`config.mk`:
```
export PLATFORM = sky130hd
export DESIGN_NAME = alu_arbiter_flat
export DESIGN_NICKNAME = d
export VERILOG_FILES = /design/src/rtl/alu_arbiter_if.sv /design/src/rtl/alu_arbiter.sv /design/src/flat_wrapper.sv
export SDC_FILE = /design/constraint.sdc
export NUM_CORES = 1
export LEC_CHECK = 0
export CAP_MARGIN = 15
export CELL_PAD_IN_SITES_DETAIL_PLACEMENT = 1
export CELL_PAD_IN_SITES_GLOBAL_PLACEMENT = 1
export CORE_ASPECT_RATIO = 1.2
export CORE_MARGIN = 4
export CORE_UTILIZATION = 30
export DETAILED_ROUTE_END_ITERATION = 10
export PLACE_DENSITY = 0.84
export SKIP_LAST_GASP = 1
export SLEW_MARGIN = 15
export SYNTH_ARGS = -nofsm -noshare
export SYNTH_HDL_FRONTEND = slang
export SYNTH_SLANG_ARGS = --single-unit
```
`constraint.sdc`:
```
create_clock -name clk -period 6 [get_ports clk]
set_input_delay 0.9 -clock clk [delete_from_list [all_inputs] [get_ports clk]]
set_output_delay 0.9 -clock clk [all_outputs]
set_load 0.005 [all_outputs]
```
`src/rtl/alu_arbiter_if.sv`:
```
`default_nettype none
// ============================================================================
// Module   : alu_arbiter_if
// Brief    : Request/response bundle between the requesters and the shared
//            ALU arbiter. Requester i uses bit i of each per-requester vector
//            and slice [i*WIDTH +: WIDTH] of the packed operand buses.
// Revision : 1.0 - initial release
// ============================================================================
interface alu_arbiter_if #(
  parameter int NREQ  = 2,
  parameter int WIDTH = 32
);
  logic [NREQ-1:0]       req_valid;
  logic [NREQ-1:0]       req_ready;
  logic [NREQ*WIDTH-1:0] req_op1;
  logic [NREQ*WIDTH-1:0] req_op2;
  logic [NREQ-1:0]       req_ctrl;
  logic [NREQ-1:0]       rsp_valid;
  logic [NREQ-1:0]       rsp_ready;
  logic [WIDTH-1:0]      rsp_data;
  logic                  rsp_eq;

  // Requester side
  modport master (
    output req_valid, req_op1, req_op2, req_ctrl, rsp_ready,
    input  req_ready, rsp_valid, rsp_data, rsp_eq
  );

  // Arbiter side
  modport slave (
    input  req_valid, req_op1, req_op2, req_ctrl, rsp_ready,
    output req_ready, rsp_valid, rsp_data, rsp_eq
  );
endinterface
`default_nettype wire

```
`src/rtl/alu_arbiter.sv`:
```
`default_nettype none
// ============================================================================
// Module   : alu_arbiter
// Brief    : Shares one combinational add/compare ALU between NREQ requesters.
//            One transaction in flight: IDLE (grant) -> EXEC (capture ALU
//            result) -> RESP (hold response until owner accepts).
//            Arbitration is round-robin by default; defining the macro
//            ALU_ARB_FIXED_PRIO_EN selects fixed priority (lowest index wins).
// Revision : 1.0 - initial release
// ============================================================================
module alu_arbiter #(
  parameter int NREQ  = 2,
  parameter int WIDTH = 32
) (
  input  logic             clk,
  input  logic             rst,
  alu_arbiter_if.slave     bus,
  output logic [WIDTH-1:0] alu_op1,
  output logic [WIDTH-1:0] alu_op2,
  output logic             alu_ctrl,
  input  logic [WIDTH-1:0] alu_out,
  input  logic             alu_eq,
  output logic             busy
);

  localparam int IW = (NREQ > 1) ? $clog2(NREQ) : 1;

  typedef enum logic [1:0] {
    S_IDLE = 2'd0,
    S_EXEC = 2'd1,
    S_RESP = 2'd2
  } state_t;

  state_t           state_q, state_d;
  logic [IW-1:0]    owner_q, owner_d;
  logic [WIDTH-1:0] alu_op1_q, alu_op1_d;
  logic [WIDTH-1:0] alu_op2_q, alu_op2_d;
  logic             alu_ctrl_q, alu_ctrl_d;
  logic [WIDTH-1:0] rsp_data_q, rsp_data_d;
  logic             rsp_eq_q, rsp_eq_d;

  logic             grant_found;
  logic [IW-1:0]    grant_idx;

`ifndef ALU_ARB_FIXED_PRIO_EN
  logic [IW-1:0]    ptr_q, ptr_d;
`endif

  // Pick the winning requester for this cycle
  always_comb begin : p_grant
    int cand;
    cand        = 0;
    grant_found = 1'b0;
    grant_idx   = '0;
    for (int i = 0; i < NREQ; i++) begin
`ifdef ALU_ARB_FIXED_PRIO_EN
      cand = i;
`else
      // Search upward from the pointer, wrapping at NREQ
      cand = int'(ptr_q) + i;
      if (cand >= NREQ) begin
        cand = cand - NREQ;
      end
`endif
      if (!grant_found && bus.req_valid[cand]) begin
        grant_found = 1'b1;
        grant_idx   = IW'(cand);
      end
    end
  end

  // Offer ready to the winner only while idle; held low during reset
  always_comb begin
    bus.req_ready = '0;
    if ((state_q == S_IDLE) && !rst && grant_found) begin
      bus.req_ready[grant_idx] = 1'b1;
    end
  end

  // Response valid goes only to the owner of the in-flight transaction
  always_comb begin
    bus.rsp_valid = '0;
    if (state_q == S_RESP) begin
      bus.rsp_valid[owner_q] = 1'b1;
    end
  end

  // Next-state and datapath register updates
  always_comb begin
    state_d    = state_q;
    owner_d    = owner_q;
    alu_op1_d  = alu_op1_q;
    alu_op2_d  = alu_op2_q;
    alu_ctrl_d = alu_ctrl_q;
    rsp_data_d = rsp_data_q;
    rsp_eq_d   = rsp_eq_q;
`ifndef ALU_ARB_FIXED_PRIO_EN
    ptr_d      = ptr_q;
`endif
    case (state_q)
      S_IDLE: begin
        // A grant is always a handshake: ready is driven to the valid winner
        if (grant_found) begin
          alu_op1_d  = bus.req_op1[grant_idx*WIDTH +: WIDTH];
          alu_op2_d  = bus.req_op2[grant_idx*WIDTH +: WIDTH];
          alu_ctrl_d = bus.req_ctrl[grant_idx];
          owner_d    = grant_idx;
`ifndef ALU_ARB_FIXED_PRIO_EN
          ptr_d      = (int'(grant_idx) == NREQ - 1) ? '0 : grant_idx + 1'b1;
`endif
          state_d    = S_EXEC;
        end
      end
      S_EXEC: begin
        // Both result fields copied verbatim from the ALU
        rsp_data_d = alu_out;
        rsp_eq_d   = alu_eq;
        state_d    = S_RESP;
      end
      S_RESP: begin
        if (bus.rsp_ready[owner_q]) begin
          state_d = S_IDLE;
        end
      end
      default: begin
        state_d = S_IDLE;
      end
    endcase
  end

  // State and datapath registers, asynchronously cleared
  always_ff @(posedge clk or posedge rst) begin
    if (rst) begin
      state_q    <= S_IDLE;
      owner_q    <= '0;
      alu_op1_q  <= '0;
      alu_op2_q  <= '0;
      alu_ctrl_q <= 1'b0;
      rsp_data_q <= '0;
      rsp_eq_q   <= 1'b0;
    end else begin
      state_q    <= state_d;
      owner_q    <= owner_d;
      alu_op1_q  <= alu_op1_d;
      alu_op2_q  <= alu_op2_d;
      alu_ctrl_q <= alu_ctrl_d;
      rsp_data_q <= rsp_data_d;
      rsp_eq_q   <= rsp_eq_d;
    end
  end

`ifndef ALU_ARB_FIXED_PRIO_EN
  // Round-robin pointer register
  always_ff @(posedge clk or posedge rst) begin
    if (rst) begin
      ptr_q <= '0;
    end else begin
      ptr_q <= ptr_d;
    end
  end
`endif

  assign alu_op1      = alu_op1_q;
  assign alu_op2      = alu_op2_q;
  assign alu_ctrl     = alu_ctrl_q;
  assign bus.rsp_data = rsp_data_q;
  assign bus.rsp_eq   = rsp_eq_q;
  assign busy         = (state_q != S_IDLE);

endmodule
`default_nettype wire
```
`src/flat_wrapper.sv`:
```
// flat-port wrapper written by rule: the top's interface ports become plain ports
module alu_arbiter_flat 
#(
  parameter int NREQ  = 2,
  parameter int WIDTH = 32
)
  (clk, rst, alu_op1, alu_op2, alu_ctrl, alu_out, alu_eq, busy, bus_req_valid, bus_req_op1, bus_req_op2, bus_req_ctrl, bus_rsp_ready, bus_req_ready, bus_rsp_valid, bus_rsp_data, bus_rsp_eq);
  alu_arbiter_if #(.NREQ(NREQ), .WIDTH(WIDTH)) bus_i ();
  input  logic clk;
  input  logic rst;
  output logic [WIDTH-1:0] alu_op1;
  output logic [WIDTH-1:0] alu_op2;
  output logic alu_ctrl;
  input  logic [WIDTH-1:0] alu_out;
  input  logic alu_eq;
  output logic busy;
  input wire logic [$bits(bus_i.req_valid)-1:0] bus_req_valid;
  input wire logic [$bits(bus_i.req_op1)-1:0] bus_req_op1;
  input wire logic [$bits(bus_i.req_op2)-1:0] bus_req_op2;
  input wire logic [$bits(bus_i.req_ctrl)-1:0] bus_req_ctrl;
  input wire logic [$bits(bus_i.rsp_ready)-1:0] bus_rsp_ready;
  output wire logic [$bits(bus_i.req_ready)-1:0] bus_req_ready;
  output wire logic [$bits(bus_i.rsp_valid)-1:0] bus_rsp_valid;
  output wire logic [$bits(bus_i.rsp_data)-1:0] bus_rsp_data;
  output wire logic [$bits(bus_i.rsp_eq)-1:0] bus_rsp_eq;
  assign bus_i.req_valid = bus_req_valid;
  assign bus_i.req_op1 = bus_req_op1;
  assign bus_i.req_op2 = bus_req_op2;
  assign bus_i.req_ctrl = bus_req_ctrl;
  assign bus_i.rsp_ready = bus_rsp_ready;
  assign bus_req_ready = bus_i.req_ready;
  assign bus_rsp_valid = bus_i.rsp_valid;
  assign bus_rsp_data = bus_i.rsp_data;
  assign bus_rsp_eq = bus_i.rsp_eq;
  alu_arbiter #(.NREQ(NREQ), .WIDTH(WIDTH)) u_core (.clk(clk), .rst(rst), .bus(bus_i), .alu_op1(alu_op1), .alu_op2(alu_op2), .alu_ctrl(alu_ctrl), .alu_out(alu_out), .alu_eq(alu_eq), .busy(busy));
endmodule
```
**Yosys cells after proc, flatten, opt, wreduce, memory -nomap -nowiden**

Cells that the tools add are included.

- Logic and storage cells: 63
- ROM bits: 0
- Memory bits (writable): 0
- Bits in latches: 0
- Memories: 0
- Flip-flop bits (word level): 102

- $add $sub $neg: 4
- Equality and inequality tests: 4
- Shift-type cells: 2
- Multiplexer cells: 26
- Order comparisons: 8
- Multipliers: 0
- Divide/modulo/power cells: 0
- Reductions and logical operators: 11
- Bitwise logic cells: 0

Operator list:

| cell | count |
|---|---|
| $shiftx 64x7->32 | 2 |
| $lt 32x3->1 const B | 2 |
| $mux 32 | 2 |
| $ge 32x3->1 const B | 1 |
| $sub 32x3->32 const B | 1 |
| $mux 1 | 17 |
| $mux 2 | 4 |
| $pmux 2 s3 | 1 |
| $logic_and 1x1->1 | 5 |
| $lt 1x2->1 const B | 2 |
| $reduce_and 2->1 | 2 |
| $sub 1x2->3 const B | 1 |
| $add 1x1->2 const B | 1 |
| $demux 1 s1 | 2 |
| $eq 2x1->1 const B | 1 |
| $eq 2x2->1 const B | 1 |
| $ge 1x1->1 const B | 2 |
| $ge 1x2->1 const B | 1 |
| $logic_not 1->1 | 2 |
| $logic_not 2->1 | 1 |
| $ne 2x1->1 const B | 1 |
| $ne 2x2->1 const B | 1 |
| $reduce_bool 2->1 | 1 |
| $add 1x1->1 const B | 1 |

**Logic depth before layout (Yosys ltp)**

Gate-level depths: netlist of the first run.

- Depth in word-level cells: 14
- Depth in mapped cells: 6
- Gate-level depth less buffers: 4

**Worst setup path after synthesis of the first run**

No wires, ideal clock.

- Path kind: input to output
- From: input bus_req_valid[0]
- To: output bus_req_ready[1]
- Stages: 3
- Arrival time: 1153 ps
- Data required time: 5100 ps
- Setup slack: 3947 ps
- Path through: nand2b_1 nand3_1 nor2_1

- Cells in the longest elaborated chain, start to end: 12
- Elaborated cells between the ends (all ways): 19
- Classes of those cells: order compare (2); mux (13); reduce/logical (4)

RTL lines:

| element | RTL line | source |
|---|---|---|
| start, declared | flat_wrapper.sv:17 | `input wire logic [$bits(bus_i.req_valid)-1:0] bus_req_valid;` |
| $mux 1 (implied by the code) (3 in series) | alu_arbiter.sv:65 | `if (!grant_found && bus.req_valid[cand]) begin` |
| $mux 1 | alu_arbiter.sv:65 |  |
| $logic_not 1->1 | alu_arbiter.sv:65 |  |
| $logic_and 1x1->1 | alu_arbiter.sv:65 |  |
| $mux 1 | alu_arbiter.sv:65 |  |
| $lt 1x2->1 (implied by the code) or $ge 1x1->1 (tied branches) | alu_arbiter.sv:76 | `bus.req_ready[grant_idx] = 1'b1;` |
| $logic_and 1x1->1 (implied by the code) | alu_arbiter.sv:76 |  |
| $mux 1 (implied by the code) | alu_arbiter.sv:76 |  |
| $demux 1 s1 | -- |  |
| $mux 2 * | alu_arbiter.sv:75 | `if ((state_q == S_IDLE) && !rst && grant_found) begin` |
| end, declared | flat_wrapper.sv:22 | `output wire logic [$bits(bus_i.req_ready)-1:0] bus_req_ready;` |

Every way passes the cells marked *; elsewhere a longest branch is shown, timed or not. The select of a mux whose other input is x is not followed.

**Worst setup path in the final report of the first run**

Ends and elaborated chain as after synthesis.

==> qor.yml, run 1 <==
run_status: "finished, final reports clean"
drt_first_iter_violations: 178
clk_latency_ns: 0.34
syn_area_per_cell_sq_um: 13.7
final-hold-violation-count: 0
syn-instance-count: 320
dr.pass1.iters: 4
die_width_um: 118
gr-usage-all-layers_pct: 19.0
synth.ff_latch_count: 102
final_core_util_pct: 52.2
tightest_slew_ns: 0.818
holdCritPathClass: "reg2reg"
post_route_cells_drive_above_1_share_pct: 10.7
chipHeight_um: 140
timing.final.crit_period_ns: 3.19
drt-wirelength-per-cell_um: 21.7
rr_endpoint: "u_core.alu_op2[3]"
cts.root.buffer_cell: "sky130_fd_sc_hd__clkbuf_16"
area_growth_syn_to_layout_pct: 70.9
io_pins: 272
n_antenna_cell: 0
synth.top_cells.by_area: "sky130_fd_sc_hd__dfrtp_1 58%, sky130_fd_sc_hd__a221o_1 15%, sky130_fd_sc_hd__o21a_1 11%"
cap_violations: 0
setup_tns_ns: 0
cts.hold.buffers_added: 0
seq_area_frac_synth_pct: 58.2
rsz_0062_raised_after_global_routing: "no"
layout_worst_path_cycle_share_pct: 53.1
drt.antenna.violating_nets: 0
post_cts_resized: 0
syn-cell-area_sq_um: 4390
cp-end-kind: "primary output"
numPortBuffers: 271
synth_cell_type_count: 16
grt_max_degree: 69
critPathLaunch: "bus_req_valid[0]"
fin_skew_ns: 0.00786
final-setup-viol-count: 0
critPathCapture: "bus_req_ready[1]"
netlist.top_cell.by_area: "sky130_fd_sc_hd__dfrtp_1"
antenna_found_initial: 0
synth.net_count: 489
power.static_leakage_nw: 3.04
route.detailed.drc: 0
timing.critical_path.from_type: "input port"
timing.fmax_ghz: 0.314
post-cts-setup-buffers: 0
cts_num_sinks: 102
design.core.area_sq_um: 14400
worst-endpoint-arrival_ns: 2.29
synth_async_sr_flop_share_pct: 100
worst_r2r_path_depth: 4
internal_reg_to_reg_setup_slack_ns: 3.95
row_count: 48
grt_pass1_vias: 4537
tritoncts: "done"
hpwlAfterDp_mm: 11.9
grt_first_pass_wirelength_mm: 25.1
critical_path_required_ns: 5.10
final-max-slew-violation-count: 0
drt_wl_total_mm: 16.4
max_slew_margin_pct: 45.5
synth.most_common_cell: "sky130_fd_sc_hd__dfrtp_1"
post_drt_via_cell_ratio: 5.26
synthTopCellsByCount: "102 x sky130_fd_sc_hd__dfrtp_1, 65 x sky130_fd_sc_hd__a221o_1, 65 x sky130_fd_sc_hd__o21a_1, 34 x sky130_fd_sc_hd__mux2_2, 14 x sky130_fd_sc_hd__buf_2"
power.ir.vdd_worst_mv: 0.262
ys_warn_count: 0
power_density_nw_per_um2: 495
clock_tree.htree_level_count: 3
design.final.nets: 745
cts_max_path_buffers: 2
finalWeightedCongestion: 0.789
design.die.area_sq_um: 16600
synth_top_area_share_pct: 58.2
route.vias.total: 3978
overflow_left_after_global_routing: 0
post_synth_edffs: 0
synth-main-ff-cell: "sky130_fd_sc_hd__dfrtp_1"
reg2reg_from: "u_core.state_q[0]"
path_max_fanout: 4
initial_core_util_pct: 30.6
setup.worst_path.class: "in2out"
cts.clk_slew.worst_paths_ns: 0.07
inserted_clock_buffers: 9
==> worst min path at each step <==
stage,start,cells past startpoint,endpoint
final,u_core.bus.rsp_data[25],1,u_core.bus.rsp_data[25]
after global routing,u_core.bus.rsp_data[3],1,u_core.bus.rsp_data[3]
after CTS,u_core.bus.rsp_data[12],1,u_core.bus.rsp_data[12]
after detailed placement,u_core.bus.rsp_data[12],1,u_core.bus.rsp_data[12]
after global placement,u_core.bus.rsp_data[0],1,u_core.bus.rsp_data[0]
after floorplan,u_core.ptr_q,2,u_core.ptr_q
==> per-stage QoR <==
step	power [W]	std cells	worst slack [ns]	instance area, sq um	hold slack, ns
6_report	0.00371	756	2.81	7500	0.506
5_1_grt	0.00392	756	2.72	7500	0.521
4_1_cts	0.00376	756	2.80	7500	0.511
3_5_place_dp	0.00309	740	2.80	7170	0.494
3_3_place_gp	0.00300	740	2.83	7170	0.486
2_1_floorplan	0.00209	320	2.42	4390	0.488
==> worst max-delay path, cell delays in order <==
cell	delay, ns
sky130_fd_sc_hd__clkdlybuf4s50_1	0.50
sky130_fd_sc_hd__nand2b_1	0.13
sky130_fd_sc_hd__nand3_1	0.11
sky130_fd_sc_hd__nor2_1	0.11
sky130_fd_sc_hd__clkdlybuf4s50_1	0.54
==> final cells by class <==
| class | instances | area [sq um] |
|---|---|---|
| Timing Repair Buffer | 277 | 2760 |
| Inverter | 3 | 13.8 |
| Multi-Input combinational cell | 183 | 1630 |
| Fill cell | 1488 | 6850 |
| Tap cell | 175 | 219 |
| Clock buffer | 9 | 225 |
| Clock inverter | 7 | 103 |
| Sequential cell | 102 | 2550 |
==> report_power, final <==
part	internal [W]	total, W	switching, W	leakage, nW
registers	0.00103	0.00124	0.000211	1.24
clock network	0.000371	0.000645	0.000274	0.157
logic	0.00114	0.00182	0.000682	1.64
==> flip-flops by register name, summed over array words and instances (netlist names) <==
name,count
u_core.bus.rsp_data,32
u_core.bus.rsp_eq,1
u_core.alu_ctrl,1
u_core.ptr_q,1
u_core.alu_op2,32
u_core.owner_q,1
u_core.alu_op1,32
u_core.state_q,2
==> logic make-up after synthesis <==
group | synth area share [%]
buf+inv | 4.93
mux | 8.73
simple gates | 1.88
flops | 58.2
compound gates | 26.3
==> layer usage <==
metal | wire length, um | GRT usage, % | vias up
li1 | - | - | 1750
met1 | 6350 | 21.0 | 2003
met2 | 8460 | 34.4 | 196
met3 | 1210 | 6.06 | 29
met4 | 389 | 6.22 | 0
met5 | 0 | 0 | -
==> placed cells by master, fill, tap and decap left out, types with 2 or more instances in the layout <==
cell type,instances
sky130_fd_sc_hd__a221o_1,65
sky130_fd_sc_hd__nor2_4,2
sky130_fd_sc_hd__nand3_1,2
sky130_fd_sc_hd__clkbuf_16,9
sky130_fd_sc_hd__mux2_2,34
sky130_fd_sc_hd__bufinv_16,2
sky130_fd_sc_hd__o21ai_0,3
sky130_fd_sc_hd__inv_6,3
sky130_fd_sc_hd__and3_2,2
sky130_fd_sc_hd__nand2_1,2
sky130_fd_sc_hd__nor2_1,5
sky130_fd_sc_hd__nand2b_1,3
sky130_fd_sc_hd__dfrtp_1,102
sky130_fd_sc_hd__clkdlybuf4s50_1,271
sky130_fd_sc_hd__buf_4,6
sky130_fd_sc_hd__o21a_1,65
(Power assumes the default switching activity.)
==> run 2, diff against run 1 <==
Settings changed: CORE_UTILIZATION 30 to 25, PLACE_DENSITY 0.84 to 0.75.
Clock period 6 ns to 2.6 ns, I/O delays scaled along.
==> qor.yml, run 2 (synthesis gave the netlist of run 1 again) <==
tightest_slew_ns: 0.789  # was 0.818 ns
fin_total_pwr_w: 0.00863  # was 0.00371 W
chipHeight_um: 153  # was 140 um
dr.pass1.iters: 4  # unchanged
setup_tns_ns: 0  # unchanged
power_density_nw_per_um2: 1130  # was 495 nW/um^2
rsz_0062_raised_after_global_routing: "no"  # unchanged
drt_first_iter_violations: 126  # was 178
layout_worst_path_cycle_share_pct: 84.4
drt-wirelength-per-cell_um: 21.3  # was 21.7 um
hpwlAfterDp_mm: 12.9  # was 11.9 mm
timing.critical_path.from_type: "input port"  # unchanged
route.vias.total: 3918  # was 3978
final-hold-violation-count: 0  # unchanged
area_growth_syn_to_layout_pct: 74.1  # was 70.9%
run_status: "finished, final reports clean"  # unchanged
design.final.nets: 747  # was 745
crit_slowest_cell: "sky130_fd_sc_hd__clkdlybuf4s50_1"  # unchanged
cts_num_sinks: 102  # unchanged
grt_max_degree: 46  # was 69
final_non_filler_cell_total: 799  # was 756
post_route_cells_drive_above_1_share_pct: 10.8  # was 10.7%
cap_violations: 0  # unchanged
post-cts-setup-buffers: 0  # unchanged
inserted_clock_buffers: 9  # unchanged
die_width_um: 129  # was 118 um
post_drt_via_cell_ratio: 4.90  # was 5.26
final_core_util_pct: 44.8  # was 52.2%
cp-end-kind: "primary output"  # unchanged
clk_latency_ns: 0.35  # was 0.34 ns
row_count: 52  # was 48
design.core.area_sq_um: 17000  # was 14400 sq um
most_frequent_cells_in_the_layout: "271 x sky130_fd_sc_hd__clkdlybuf4s50_1, 102 x sky130_fd_sc_hd__dfrtp_1, 65 x sky130_fd_sc_hd__o21a_1, 65 x sky130_fd_sc_hd__a221o_1, 34 x sky130_fd_sc_hd__mux2_2"  # unchanged
cts.hold.buffers_added: 0  # unchanged
critical-path-top-cell-by-count: "sky130_fd_sc_hd__clkdlybuf4s50_1"  # unchanged
final-setup-viol-count: 0  # unchanged
design.die.area_sq_um: 19700  # was 16600 sq um
io_pins: 272  # unchanged
n_antenna_cell: 0  # unchanged
holdCritPathClass: "reg2reg"  # unchanged
antenna_found_initial: 1  # was 0
clock_tree.htree_level_count: 3  # unchanged
grt_pass1_vias: 4533  # was 4537
drt.antenna.violating_nets: 0  # unchanged
overflow_left_after_global_routing: 0  # unchanged
timing.fmax_ghz: 0.456
initial_core_util_pct: 25.7  # was 30.6%
tritoncts: "done"  # unchanged
crit_path_cell_trace: "clkdlybuf4s50_1 > nand2b_1 > nand3_1 > nor2_1 > clkdlybuf4s50_1"  # unchanged
cts_max_path_buffers: 2  # unchanged
finalWeightedCongestion: 0.787  # was 0.789
final-max-slew-violation-count: 0  # unchanged
delay_contributed_by_the_slowest_stage_of_the_critical_path_ns: 0.52  # was 0.54 ns
cts.root.buffer_cell: "sky130_fd_sc_hd__clkbuf_16"  # unchanged
count_of_placed_standard_cells_including_taps: 783  # was 740
cts.clk_slew.worst_paths_ns: 0.06  # was 0.07 ns
setup.worst_path.class: "in2out"  # unchanged
final_common_cell: "sky130_fd_sc_hd__clkdlybuf4s50_1"  # unchanged
gr-usage-all-layers_pct: 17.2  # was 19.0%
post_cts_resized: 0  # unchanged
grt_first_pass_wirelength_mm: 26.6  # was 25.1 mm
drt_wl_total_mm: 17.0  # was 16.4 mm
timing.final.crit_period_ns: 2.19
path_max_fanout: 4  # unchanged
worst-endpoint-arrival_ns: 1.80  # was 2.29 ns
power.ir.vdd_worst_mv: 0.406  # was 0.262 mV
fin_skew_ns: 0.0102  # was 0.00786 ns
power.static_leakage_nw: 3.07  # was 3.04 nW
numPortBuffers: 271  # unchanged
max_slew_margin_pct: 47.3  # was 45.5%
critical_path_required_ns: 2.21  # was 5.10 ns
fin_worst_hold_slack_ns: 0.505  # was 0.506 ns
route.detailed.drc: 0  # unchanged
run 2: worst paths after layout:
kind,from,endpoint,slack [ns],depth (start not counted)
setup / recovery,bus_req_valid[0],bus_req_ready[1],0.41,5
hold / removal,u_core.bus.rsp_data[5],u_core.bus.rsp_data[5],0.50,1
setup reg to reg,u_core.state_q[0],u_core.alu_op2[4],0.86,5
hold reg to reg,u_core.bus.rsp_data[5],u_core.bus.rsp_data[5],0.50,1
max in group asynchronous,rst,u_core.alu_op1[14],1.33,3
min in group asynchronous,rst,u_core.alu_op2[16],0.61,2
run 2: critical path: cells and delay by family:
kind	cells	cell delay, ns
AND/OR/NAND/NOR	3	0.39
buffers and inverters	2	1.01
run 2: final cells by class:
cell class              instances  area (sq um)
well taps                     216           270
flip-flops and latches        102          2550
multi-input cells             183          1630
clock buffers                  11           243
inverters                       3          15.0
repair buffers                279          2850
clock inverters                 5          81.3
fillers                      1784          9410
run 2: layer usage:
| metal | wire length (um) | vias to the layer above | share of wire [%] | track usage [%] |
|---|---|---|---|---|
| met5 | 12 | - | 0.070 | 0 |
| met4 | 380 | 2 | 2.2 | 5.80 |
| met3 | 1110 | 25 | 6.5 | 4.01 |
| met2 | 8900 | 168 | 52 | 30.2 |
| met1 | 6640 | 1956 | 39 | 20.5 |
| li1 | - | 1767 | - | - |
run 2: per-stage QoR:
stage               worst slack, ns  instance area [sq um]
detailed placement            0.364                   7310
global route                  0.302                   7640
CTS                           0.369                   7640
global placement              0.428                   7310
finish                        0.406                   7640
floorplan                     0.992                   4390
run 2: where the power goes:
group	switching (W)	leakage, nW	total (W)	internal, W
registers	0.000467	1.24	0.00285	0.00238
logic	0.00160	1.67	0.00430	0.00270
clock network	0.000604	0.156	0.00148	0.000873
